### src/rtl/pipeline_ctrl_pkg.sv
// Shared types and constants for the pipelined RV32I control path.
// Opcodes, select encodings, the per-stage control bundles and branch test.
package pipeline_ctrl_pkg;

    localparam logic [6:0] OP_LOAD  = 7'b0000011;
    localparam logic [6:0] OP_STORE = 7'b0100011;
    localparam logic [6:0] OP_R     = 7'b0110011;
    localparam logic [6:0] OP_I     = 7'b0010011;
    localparam logic [6:0] OP_BR    = 7'b1100011;
    localparam logic [6:0] OP_JAL   = 7'b1101111;
    localparam logic [6:0] OP_JALR  = 7'b1100111;
    localparam logic [6:0] OP_LUI   = 7'b0110111;
    localparam logic [6:0] OP_AUIPC = 7'b0010111;

    typedef enum logic [2:0] {
        IMM_I = 3'b000,
        IMM_S = 3'b001,
        IMM_B = 3'b010,
        IMM_J = 3'b011,
        IMM_U = 3'b100
    } imm_src_e;

    typedef enum logic [1:0] {
        RES_ALU = 2'b00,
        RES_MEM = 2'b01,
        RES_PC4 = 2'b10,
        RES_IMM = 2'b11
    } result_src_e;

    typedef enum logic [3:0] {
        ALU_ADD  = 4'b0000,
        ALU_SUB  = 4'b0001,
        ALU_AND  = 4'b0010,
        ALU_OR   = 4'b0011,
        ALU_XOR  = 4'b0100,
        ALU_SLT  = 4'b0101,
        ALU_SLTU = 4'b0110,
        ALU_SLL  = 4'b0111,
        ALU_SRL  = 4'b1000,
        ALU_SRA  = 4'b1001
    } alu_ctrl_e;

    typedef struct packed {
        logic        reg_write;
        logic        mem_write;
        logic        mem_read;
        logic        jump;
        logic        jalr;
        logic        branch;
        logic        alu_src;
        logic        alu_src_a;
        result_src_e result_src;
        alu_ctrl_e   alu_control;
        logic [2:0]  funct3;
    } ctrl_bundle_t;

    // Memory and writeback only need the subset that is still consumed there.
    typedef struct packed {
        logic        reg_write;
        logic        mem_write;
        logic        mem_read;
        result_src_e result_src;
    } mem_ctrl_t;

    typedef struct packed {
        logic        reg_write;
        result_src_e result_src;
    } wb_ctrl_t;

    localparam ctrl_bundle_t NOP_BUNDLE = '0;
    localparam mem_ctrl_t    NOP_MEM    = '0;
    localparam wb_ctrl_t     NOP_WB     = '0;

    function automatic logic branch_cond(
        input logic       ext,
        input logic [2:0] f3,
        input logic       zero,
        input logic       lt,
        input logic       ltu
    );
        logic c;
        c = 1'b0;
        case (f3)
            3'b000:  c = zero;
            3'b001:  c = ext & ~zero;
            3'b100:  c = ext & lt;
            3'b101:  c = ext & ~lt;
            3'b110:  c = ext & ltu;
            3'b111:  c = ext & ~ltu;
            default: c = 1'b0;
        endcase
        return c;
    endfunction

endpackage

### src/rtl/pipeline_controller_ctrl_decode.sv
// Combinational main and ALU decode for the Decode stage.
// Unsupported opcodes yield an all-zero bundle and raise illegal.
module ctrl_decode
    import pipeline_ctrl_pkg::*;
#(
    parameter bit EXT_ISA = 1'b1
) (
    input  logic [6:0]   op,
    input  logic [2:0]   funct3,
    input  logic         funct7b5,
    output ctrl_bundle_t ctrl,
    output imm_src_e     imm_src,
    output logic         illegal
);

    logic [1:0] alu_op;

    always_comb begin
        ctrl    = NOP_BUNDLE;
        imm_src = IMM_I;
        illegal = 1'b0;
        alu_op  = 2'b00;
        unique case (1'b1)
            (op == OP_LOAD): begin
                ctrl.reg_write  = 1'b1;
                ctrl.alu_src    = 1'b1;
                ctrl.mem_read   = 1'b1;
                ctrl.result_src = RES_MEM;
            end
            (op == OP_STORE): begin
                ctrl.mem_write = 1'b1;
                ctrl.alu_src   = 1'b1;
                imm_src        = IMM_S;
            end
            (op == OP_R): begin
                ctrl.reg_write = 1'b1;
                alu_op         = 2'b10;
            end
            (op == OP_I): begin
                ctrl.reg_write = 1'b1;
                ctrl.alu_src   = 1'b1;
                alu_op         = 2'b10;
            end
            (op == OP_BR): begin
                ctrl.branch = 1'b1;
                alu_op      = 2'b01;
                imm_src     = IMM_B;
            end
            (op == OP_JAL): begin
                ctrl.reg_write  = 1'b1;
                ctrl.jump       = 1'b1;
                ctrl.result_src = RES_PC4;
                imm_src         = IMM_J;
            end
            (EXT_ISA && op == OP_LUI): begin
                ctrl.reg_write  = 1'b1;
                ctrl.result_src = RES_IMM;
                imm_src         = IMM_U;
            end
            (EXT_ISA && op == OP_AUIPC): begin
                ctrl.reg_write = 1'b1;
                ctrl.alu_src_a = 1'b1;
                ctrl.alu_src   = 1'b1;
                imm_src        = IMM_U;
            end
            (EXT_ISA && op == OP_JALR): begin
                ctrl.reg_write  = 1'b1;
                ctrl.jump       = 1'b1;
                ctrl.jalr       = 1'b1;
                ctrl.alu_src    = 1'b1;
                ctrl.result_src = RES_PC4;
            end
            default: illegal = 1'b1;
        endcase

        if (!illegal) begin
            ctrl.funct3 = funct3;
        end

        // Only R-type uses funct7b5 for sub; I-type uses it for sra only.
        case (alu_op)
            2'b01: ctrl.alu_control = ALU_SUB;
            2'b10: begin
                case (funct3)
                    3'b000: ctrl.alu_control =
                        (op[5] & funct7b5) ? ALU_SUB : ALU_ADD;
                    3'b010: ctrl.alu_control = ALU_SLT;
                    3'b110: ctrl.alu_control = ALU_OR;
                    3'b111: ctrl.alu_control = ALU_AND;
                    3'b001: ctrl.alu_control =
                        EXT_ISA ? ALU_SLL : ALU_ADD;
                    3'b011: ctrl.alu_control =
                        EXT_ISA ? ALU_SLTU : ALU_ADD;
                    3'b100: ctrl.alu_control =
                        EXT_ISA ? ALU_XOR : ALU_ADD;
                    default: ctrl.alu_control = !EXT_ISA ? ALU_ADD :
                        (funct7b5 ? ALU_SRA : ALU_SRL);
                endcase
            end
            default: ctrl.alu_control = ALU_ADD;
        endcase
    end

endmodule

### src/rtl/pipeline_controller.sv
// Pipelined control unit: Decode, ID/EX, EX/MEM and MEM/WB control
// registers with flush, plus branch/jump resolution in Execute.
module pipeline_controller
    import pipeline_ctrl_pkg::*;
#(
    parameter bit EXT_ISA   = 1'b1,
    parameter int ALUCTRL_W = 4
) (
    input  logic                 clk,
    input  logic                 reset,
    input  logic [6:0]           opD,
    input  logic [2:0]           funct3D,
    input  logic                 funct7b5D,
    input  logic                 FlushE,
    input  logic                 ZeroE,
    input  logic                 LtE,
    input  logic                 LtuE,
    output logic [2:0]           ImmSrcD,
    output logic                 IllegalD,
    output logic                 ALUSrcE,
    output logic                 ALUSrcAE,
    output logic [ALUCTRL_W-1:0] ALUControlE,
    output logic                 ResultSrcE0,
    output logic                 PCSrcE,
    output logic                 JalrE,
    output logic                 RegWriteM,
    output logic                 MemWriteM,
    output logic                 MemReadM,
    output logic [1:0]           ResultSrcM,
    output logic                 RegWriteW,
    output logic [1:0]           ResultSrcW
);

    ctrl_bundle_t ctrl_d;
    imm_src_e     imm_src_d;
    ctrl_bundle_t id_ex_d,  id_ex_q;
    mem_ctrl_t    ex_mem_d, ex_mem_q;
    wb_ctrl_t     mem_wb_d, mem_wb_q;

    ctrl_decode #(
        .EXT_ISA(EXT_ISA)
    ) u_decode (
        .op      (opD),
        .funct3  (funct3D),
        .funct7b5(funct7b5D),
        .ctrl    (ctrl_d),
        .imm_src (imm_src_d),
        .illegal (IllegalD)
    );

    always_comb begin
        id_ex_d              = FlushE ? NOP_BUNDLE : ctrl_d;
        ex_mem_d             = NOP_MEM;
        ex_mem_d.reg_write   = id_ex_q.reg_write;
        ex_mem_d.mem_write   = id_ex_q.mem_write;
        ex_mem_d.mem_read    = id_ex_q.mem_read;
        ex_mem_d.result_src  = id_ex_q.result_src;
        mem_wb_d             = NOP_WB;
        mem_wb_d.reg_write   = ex_mem_q.reg_write;
        mem_wb_d.result_src  = ex_mem_q.result_src;
    end

    always_ff @(posedge clk) begin
        if (reset) begin
            id_ex_q  <= NOP_BUNDLE;
            ex_mem_q <= NOP_MEM;
            mem_wb_q <= NOP_WB;
        end else begin
            id_ex_q  <= id_ex_d;
            ex_mem_q <= ex_mem_d;
            mem_wb_q <= mem_wb_d;
        end
    end

    assign ImmSrcD     = imm_src_d;
    assign ALUSrcE     = id_ex_q.alu_src;
    assign ALUSrcAE    = id_ex_q.alu_src_a;
    assign ALUControlE = id_ex_q.alu_control[ALUCTRL_W-1:0];
    assign ResultSrcE0 = id_ex_q.result_src[0];
    assign JalrE       = id_ex_q.jalr;
    assign PCSrcE      = id_ex_q.jump | (id_ex_q.branch &
        branch_cond(EXT_ISA, id_ex_q.funct3, ZeroE, LtE, LtuE));
    assign RegWriteM   = ex_mem_q.reg_write;
    assign MemWriteM   = ex_mem_q.mem_write;
    assign MemReadM    = ex_mem_q.mem_read;
    assign ResultSrcM  = ex_mem_q.result_src;
    assign RegWriteW   = mem_wb_q.reg_write;
    assign ResultSrcW  = mem_wb_q.result_src;

endmodule
### config.mk
export PLATFORM = sky130hd
export DESIGN_NAME = pipeline_controller
export DESIGN_NICKNAME = d
export VERILOG_FILES = /design/src/rtl/pipeline_ctrl_pkg.sv /design/src/rtl/pipeline_controller_ctrl_decode.sv /design/src/rtl/pipeline_controller.sv
export SDC_FILE = /design/constraint.sdc
export NUM_CORES = 1
export LEC_CHECK = 0
export CAP_MARGIN = 10
export CORE_MARGIN = 8
export CORE_UTILIZATION = 35
export DETAILED_ROUTE_END_ITERATION = 6
export PLACE_DENSITY = 0.66
export SLEW_MARGIN = 20
export SYNTH_ARGS = -nofsm -noshare
export SYNTH_HDL_FRONTEND = slang
export SYNTH_HIERARCHICAL = 1
export SYNTH_SLANG_ARGS = --single-unit
### constraint.sdc
create_clock -name clk -period 1.85 [get_ports clk]
set_input_delay 0.185 -clock clk [delete_from_list [all_inputs] [get_ports clk]]
set_output_delay 0.185 -clock clk [all_outputs]
set_load 0.01 [all_outputs]
==> impl_results.md, run 1 <==
- CP top delay family: simple AND/OR/NAND/NOR gates
- Share of cells above drive strength 1: 31.6%
- EDFF count, synth: 0
- Worst vdd ir: 227 uV
- DRT Pass-1 Iters: 4
- Fillers: 348
- Setup-failing EPs final: 0
- Total GRT Usage: 9.21%
- Placer Congestion: 0.799
- Clock buffer depth: 2
- Post-synthesis xor/xnor area fraction: 2.08%
- Overall power: 924 uW
- First-pass GRT wire length: 4520 um
- IO Count: 38
- Reg2reg path depth: 1
- Cell Chain, Critical Path: clkdlybuf4s50_1 -> nand2_2 -> or3_4 -> or2_1 -> ha_1 -> nor4bb_1 -> and2_2
- Initial antenna violation count: 0
- Vias in the first global route: 1034
- Worst Setup EP: ALUControlE[2]
- Simple-Gate Fraction of Synth Area: 38.5%
- Largest net degree at the start of global routing: 18
- Unrepaired setup endpoints after global routing: true
- Hold WC Path Type: in2reg
- FF/Latch Area: 500 um^2
- DRT Wirelength: 2600 um
- Vias: 1032
- Status: completed
- Final #Nets: 210
- Mapped Avg Cell Area: 9.43 um^2
- RR Endpoint: ResultSrcW[1]
- Hold Worst Slack: 0.434 ns
- Post-synthesis mux area share: 1.58%
- Port Buffers: 37
- Cts hold-fix bufs: 0
- CTS Sinks: 25
- Async SR Flop Fraction: 0%
- #FFs+latches synth: 25
- Layout overhead on the synthesized area: 45.5%
- H-tree Lvls: 1
- Hold Fails Final Rpt: 0
- Die W: 76.1 um
- Placed wire-length estimate: 2160 um
- Total gr overflow: 0
- Buffers and inverters on the worst path: 1
- Worst-margin pin slew: 0.319 ns
- Synth Warn #: 6
- Row cnt: 22
- DRT iter0 DRCs: 50
- Pwr Density: 502 nW/um^2
- Root buffer cell: clkbuf_4
- Worst path depth: 7
- Avg WL per Cell: 10.9 um
- Post-place setup slack: -0.301 ns
- Worst clock skew: 0.00339 ns
- Synth Cell Area: 1260 um^2
- Critical path's slowest cell: clkdlybuf4s50_1
- Post-synthesis cell count: 134
- Via density: 4.34
- Netlist cell types: 41
- Initial Util: 35.3%
- Setup crit end kind: flip-flop
- Core outline area: 3580 um^2
- Final Cycle Share: 97.8%
- Sequential cell area fraction in the yosys report: 39.6%
- Synth Area in Compound Gates: 9.31%
- Flop2flop setup slack: 1.25 ns
- Clock-pin slew on the worst setup and hold paths: 0.12 ns
- Final Critical Period: 1.81 ns
- Crit path launch: opD[0]
- FF-to-FF Start: ResultSrcM[1]
- Post-route ant nets: 0
- Largest family of logic cells by synthesized area: simple AND/OR/NAND/NOR gates
- CTS tree: done
- Area occupied by multi-input gates: 682 um^2
- Crit path max fanout: 3
- Drt drc: 0
- Hold Path Cell Cnt: 5
- Die Ht: 76.1 um
- Worst-Skew Late Latency: 0.31 ns
- Startpoint class of the critical path: input pin
- Crit path largest cell delay: 0.49 ns
- WP data required: 2.11 ns
- Final Worst Setup Slack: 0.0415 ns
- Synthesized net count: 153
- Slew Viols, Final: 0
- Critical path type: in2reg
- Critical Path AT: 2.07 ns
- Slew Limit Headroom: 78.7%
- Maxcap violations: 0
- TritonCTS Buffers: 3
- Leak Pwr: 0.000780 uW
- ANT cells: 0
- Top FF cell, synth: dfxtp_1
- Top achievable clock speed: 0.553 GHz
- Post-synthesis adder-cell area fraction: 1.98%
- Die ar.: 5790 um^2
-- worst min-delay path by stage --
| stage | start | end | slack [ns] |
|---|---|---|---|
| floorplan | funct3D[1] | ALUControlE[3] | 0.38 |
| global placement | ex_mem_d[1] | ResultSrcM[1] | 0.43 |
| detailed placement | ex_mem_d[2] | MemReadM | 0.44 |
| CTS | ex_mem_d[4] | RegWriteM | 0.47 |
| global route | opD[1] | JalrE | 0.46 |
| finish | opD[1] | JalrE | 0.43 |
-- Yosys cell counts, drive strengths merged, types with 2 or more instances --
cell type | instances | area share (%)
and2 | 17 | 11
or3 | 3 | 2.3
inv | 4 | 1.2
or2 | 4 | 2.0
nand2 | 7 | 2.3
nor3 | 8 | 3.2
and2b | 8 | 5.5
o21ai | 2 | 0.79
a21oi | 2 | 0.79
nand2b | 4 | 2.0
nor2 | 12 | 4.2
ha | 2 | 2.0
a211oi | 2 | 1.2
nand3 | 3 | 1.2
xor2 | 3 | 2.1
dfxtp | 25 | 40
buf | 10 | 5.7
mux2i | 2 | 1.6
-- power breakdown --
group | switching (uW) | internal [uW] | total [uW]
combinational | 69.2 | 87.3 | 157
sequential | 0.641 | 540 | 541
clock | 142 | 84.1 | 226
total | 212 | 711 | 924
-- repair_timing --
action	CTS	global route
endpoints found under the setup margin	5	4
resized for setup	6	5
buffers inserted	0	0
-- sequential cells by signal, indices dropped and copies added (netlist names) --
signal       cells
RegWriteW        1
MemReadM         1
JalrE            1
RegWriteM        1
ALUControlE      4
ex_mem_d         4
ALUSrcAE         1
ALUSrcE          1
ResultSrcE0      1
ResultSrcW       2
MemWriteM        1
id_ex_q          5
ResultSrcM       2
-- per-layer routing --
| layer | GRT usage [%] | vias up | wire (um) |
|---|---|---|---|
| met5 | 0 | - | 0 |
| met1 | 10.9 | 443 | 1190 |
| li1 | - | 553 | - |
| met3 | 2.59 | 5 | 144 |
| met4 | 4.23 | 0 | 51 |
| met2 | 15.0 | 31 | 1220 |
-- per-stage QoR --
step | TNS, ns | utilization [%] | area (um^2) | std cells
final | 0 | 51.4 | 1840 | 238
after global routing | -0.0445 | 51.4 | 1840 | 238
after CTS | 0 | 51.1 | 1830 | 238
after detailed placement | -1.63 | 50.6 | 1810 | 234
after global placement | -1.48 | 50.6 | 1810 | 234
after floorplan | 0 | - | 1260 | 134
-- cells in the final DEF (no fill, tap or decap), drive strengths merged, types with 6 or more instances in the layout --
cell type      synthesis  layout
clkdlybuf4s50          0      29
dfxtp                 25      25
buf                   10      25
and2                  17      17
nor2                  12      12
and2b                  8       8
nor3                   8       8
nand2                  7       7
dlygate4sd2            0       6
-- layout make-up --
type	count	share of cell area [%]
multi-input combinational	95	37.1
timing repair buffer	62	30.2
sequential	25	27.2
tap	48	3.27
clock buffer	4	1.43
inverter	4	0.816
-- logic make-up after synthesis --
logic type | after synthesis
flops | 25
xor+xnor | 3
mux | 2
compound gates | 14
buf+inv | 14
simple gates | 74
fa+ha+maj | 2
(Power assumes the default switching activity.)
==> run 2, diff against run 1 <==
Settings changed: TNS_END_PERCENT from default to 10.
==> results of run 2 <==
Same layout as run 1: the final DEF is identical, and so are final timing and power.
==> RTL edit 1, RTL diff (config.mk and constraints of run 1) <==
The parameter `ALUCTRL_W` goes from 4 to 3.
--- a/src/rtl/pipeline_controller.sv
+++ b/src/rtl/pipeline_controller.sv
@@ -4,7 +4,7 @@
     import pipeline_ctrl_pkg::*;
 #(
     parameter bit EXT_ISA   = 1'b1,
-    parameter int ALUCTRL_W = 4
+    parameter int ALUCTRL_W = 3
 ) (
     input  logic                 clk,
     input  logic                 reset,
Interface: changed (resized ALUControlE); port bits go from 38 to 37. No check against the original RTL was run, so the function may have changed too.
==> RTL edit 1 against run 1 <==
  * Final cell count is 4.2% lower
  * Power up 1.1%
  * Hold slack lost 30 ps
  * Sequential cell count down 1
  * Critical path depth unchanged
  * Design area shrank 2.2%
  * Routed wire length grew 0.35%
  * First-iteration DRC count fell by 74%
  * Setup slack improved by 39 ps
  * Area after synthesis decreased by 3.5%
  * Global-route usage increased by 0.71 points
==> RTL edit 1: results (changes against run 1) <==
* Via/cell ratio at 4.45 (was 4.34)
* Post-DR wirelength/cell at 11.4 um (was 10.9 um)
* Worst hold path type: in -> reg (unchanged)
* Pre-CTS WS at -354 ps (was -301 ps)
* Clock Skews at 4.74 ps (was 3.39 ps)
* Slew @ Worst Pin at 314 ps (was 319 ps)
* Crit-path max FO at 4 (was 3)
* Layout cells sized above 1 at 0.324 (was 0.316)
* Hold Startpoint: opD[6] (was opD[1])
* Leak at 0.778 nW (was 0.780 nW)
* ANT cells at 0 (unchanged)
* Vias in the first global route at 993 (was 1,034)
* Maximum VDD drop at 0.245 mV (was 0.227 mV)
* Post-DP HPWL at 2050 um (was 2160 um)
* Starting DRT DRC Count at 13 (was 50)
* Worst Hold Path Cells at 4 (was 5)
* Hold Slack at 404 ps (was 434 ps)
* First-pass GRT wire length at 4440 um (was 4520 um)
* Largest net degree at the start of global routing at 17 (was 18)
* RR Endpoint: ResultSrcM[0]$_SDFF_PP0_ (was ResultSrcW[1]$_SDFF_PP0_)
* Routability cong. at 0.849 (was 0.799)
* Status: completed (unchanged)
* Worst r2r src: ResultSrcE0$_SDFF_PP0_ (was ResultSrcM[1]$_SDFF_PP0_)
* Total GRT Usage at 0.0992 (was 0.0921)
* End of the worst hold path: ex_mem_d[3]$_SDFF_PP0_ (was JalrE$_SDFF_PP0_)
* Clk slew on worst S/H paths at 120 ps (about the same)
* Final-layout fill cell count at 315 (was 348)
* Port bufs at 36 (was 37)
* Start point of the critical path: opD[5] (was opD[0])
* Tcrit/Tclk final at 0.956 (was 0.978)
==> RTL edit 1: report_power, final <==
group | internal [mW] | total (mW) | switching, mW
logic | 0.0861 | 0.156 | 0.0700
clock network | 0.120 | 0.258 | 0.138
registers | 0.518 | 0.519 | 0.000636
==> RTL edit 1: per-stage QoR <==
step                      TNS [ps]  instance area, um2  cells
after CTS                        0                1750    225
after floorplan                  0                1220    129
after detailed placement     -1550                1720    221
after global routing         -7.25                1800    228
final                            0                1800    228
after global placement       -1370                1720    221
==> RTL edit 1: layer usage <==
layer	share of wire	vias up	wire (um)	track usage
met5	0	-	0	0
met4	0.011	0	29	0.0457
met3	0.074	4	194	0.0186
met2	0.50	25	1320	0.172
met1	0.41	451	1070	0.114
li1	-	534	-	-
==> RTL edit 1: final cells by class <==
cell class | count | area share
repair buffers | 58 | 0.299
flip-flops and latches | 24 | 0.267
clock buffers | 4 | 0.0202
well taps | 46 | 0.0320
inverters | 4 | 0.00835
multi-input cells | 92 | 0.373
==> RTL edit 1: timing repair <==
item                       in CTS  in global routing
setup buffers                   0                  2
pin swaps                       2                  3
gates cloned                    0                  1
setup endpoints to repair       6                  5
gates resized for setup         6                 12
==> RTL edit 1: critical path, delay by kind of cell <==
kind	cells	cell delay [ps]
AND/OR/NAND/NOR	5	1030
buffers and inverters	1	520
adder cells (fa/ha/maj)	1	300
==> RTL edit 2, RTL diff (settings of run 1) <==
Without the edit above. Reset style: asynchronous (`reset`), changed in one clocked block.
--- a/src/rtl/pipeline_controller.sv
+++ b/src/rtl/pipeline_controller.sv
@@ -60,7 +60,7 @@
         mem_wb_d.result_src  = ex_mem_q.result_src;
     end
 
-    always_ff @(posedge clk) begin
+    always_ff @(posedge clk or posedge reset) begin
         if (reset) begin
             id_ex_q  <= NOP_BUNDLE;
             ex_mem_q <= NOP_MEM;
Formal check against the unedited RTL: differs if reset is asserted again (counterexample within 4 cycles, from zero or initial values and one cycle with reset high); with reset held inactive, the same outputs for 10 cycles.
==> RTL edit 2 against run 1 <==
  * Power fell by 0.34%
  * Core utilization rose by 1.2 points
  * Die area fell by 2.4%
  * Non-clock buffer count fell by 9
  * Sequential cell count did not move
  * Area after synthesis down 3.0%
  * Routed wire length grew 3.4%
  * Highest routed layer unchanged
  * Largest cell class is now registers
  * Design area shrank 3.9%
  * Setup slack better by 47 ps
==> RTL edit 2: results (changes against run 1) <==
* Status: completed (unchanged)
* Avg Inst Size Synth at 10.1 um2 (was 9.43 um2)
* Routability cong. at 0.821 (was 0.799)
* Internal at 0.705 mW (was 0.711 mW)
* Psw at 0.216 mW (was 0.212 mW)
* Critical-path top delay cell: or4b_4 (was clkdlybuf4s50_1)
* Number of cells in the finished layout apart from fillers at 214 (was 238)
* Design area at 0.00177 mm2 (was 0.00184 mm2)
* Post-synthesis sequential area ratio at 0.510 (was 0.396)
* Async set-reset flop share out of synthesis at 1.00 (was 0)
* Worst EP arrival at 2000 ps (was 2070 ps)
* Final Routed Wirelength at 2690 um (was 2600 um)
* Syn_nets at 140 (was 153)
* Ranking of synthesized cells by area: dfrtp_1, nor2b_1, mux2i_1, nand3_1, buf_4 (was dfxtp_1, and2_4, and2b_2, and2_2, nor2_1)
* Clock Skews at 2.49 ps (was 3.39 ps)
* Worst hold path type: in -> async (was in -> reg)
* Post-synthesis mux area share at 0.0327 (was 0.0158)
* # nets final at 188 (was 210)
* Non-clock buffers at 53 (was 62)
* Multi-input logic area at 552 um2 (was 682 um2)
* Compound-cell area share of the yosys netlist at 0.0490 (was 0.0931)
* Met3 WL at 173 um (was 144 um)
* CTS-repair resized insts at 10 (was 6)
* Comb pwr at 0.142 mW (was 0.157 mW)
* Post-synthesis xor/xnor area fraction at 0.0214 (was 0.0208)
* Maximum VDD drop at 0.198 mV (was 0.227 mV)
* Adder-Cell Fraction of Synth Area at 0.0204 (was 0.0198)
* Non-clock buffers, area share at 0.276 (was 0.302)
-- RTL edit 2: changes by cell type in the layout (fill, tap and decap cells not counted), moves of 4 or more --
cell,change
dfrtp_1,+25
dfxtp_1,-25
nor2b_1,+17
and2_4,-10
buf_4,-9
and2b_2,-8
and2_2,-7
nand3_1,+5
or2_1,-4
-- RTL edit 2: path summary, 6_finish.rpt --
check / from / endpoint / slack, ps / depth (start not counted)
worst max-delay path: opD[4] / ALUControlE[1]$_DFF_PP0_ / 90 / 7
worst min-delay path: reset / id_ex_q[13]$_DFF_PP0_ / 220 / 3
worst max register to register: ResultSrcE0$_DFF_PP0_ / ResultSrcM[0]$_DFF_PP0_ / 1350 / 0
worst min register to register: ex_mem_d[2]$_DFF_PP0_ / MemReadM$_DFF_PP0_ / 360 / 0
max in group asynchronous: reset / MemReadM$_DFF_PP0_ / 1400 / 3
min in group clk: ex_mem_d[2]$_DFF_PP0_ / MemReadM$_DFF_PP0_ / 360 / 0
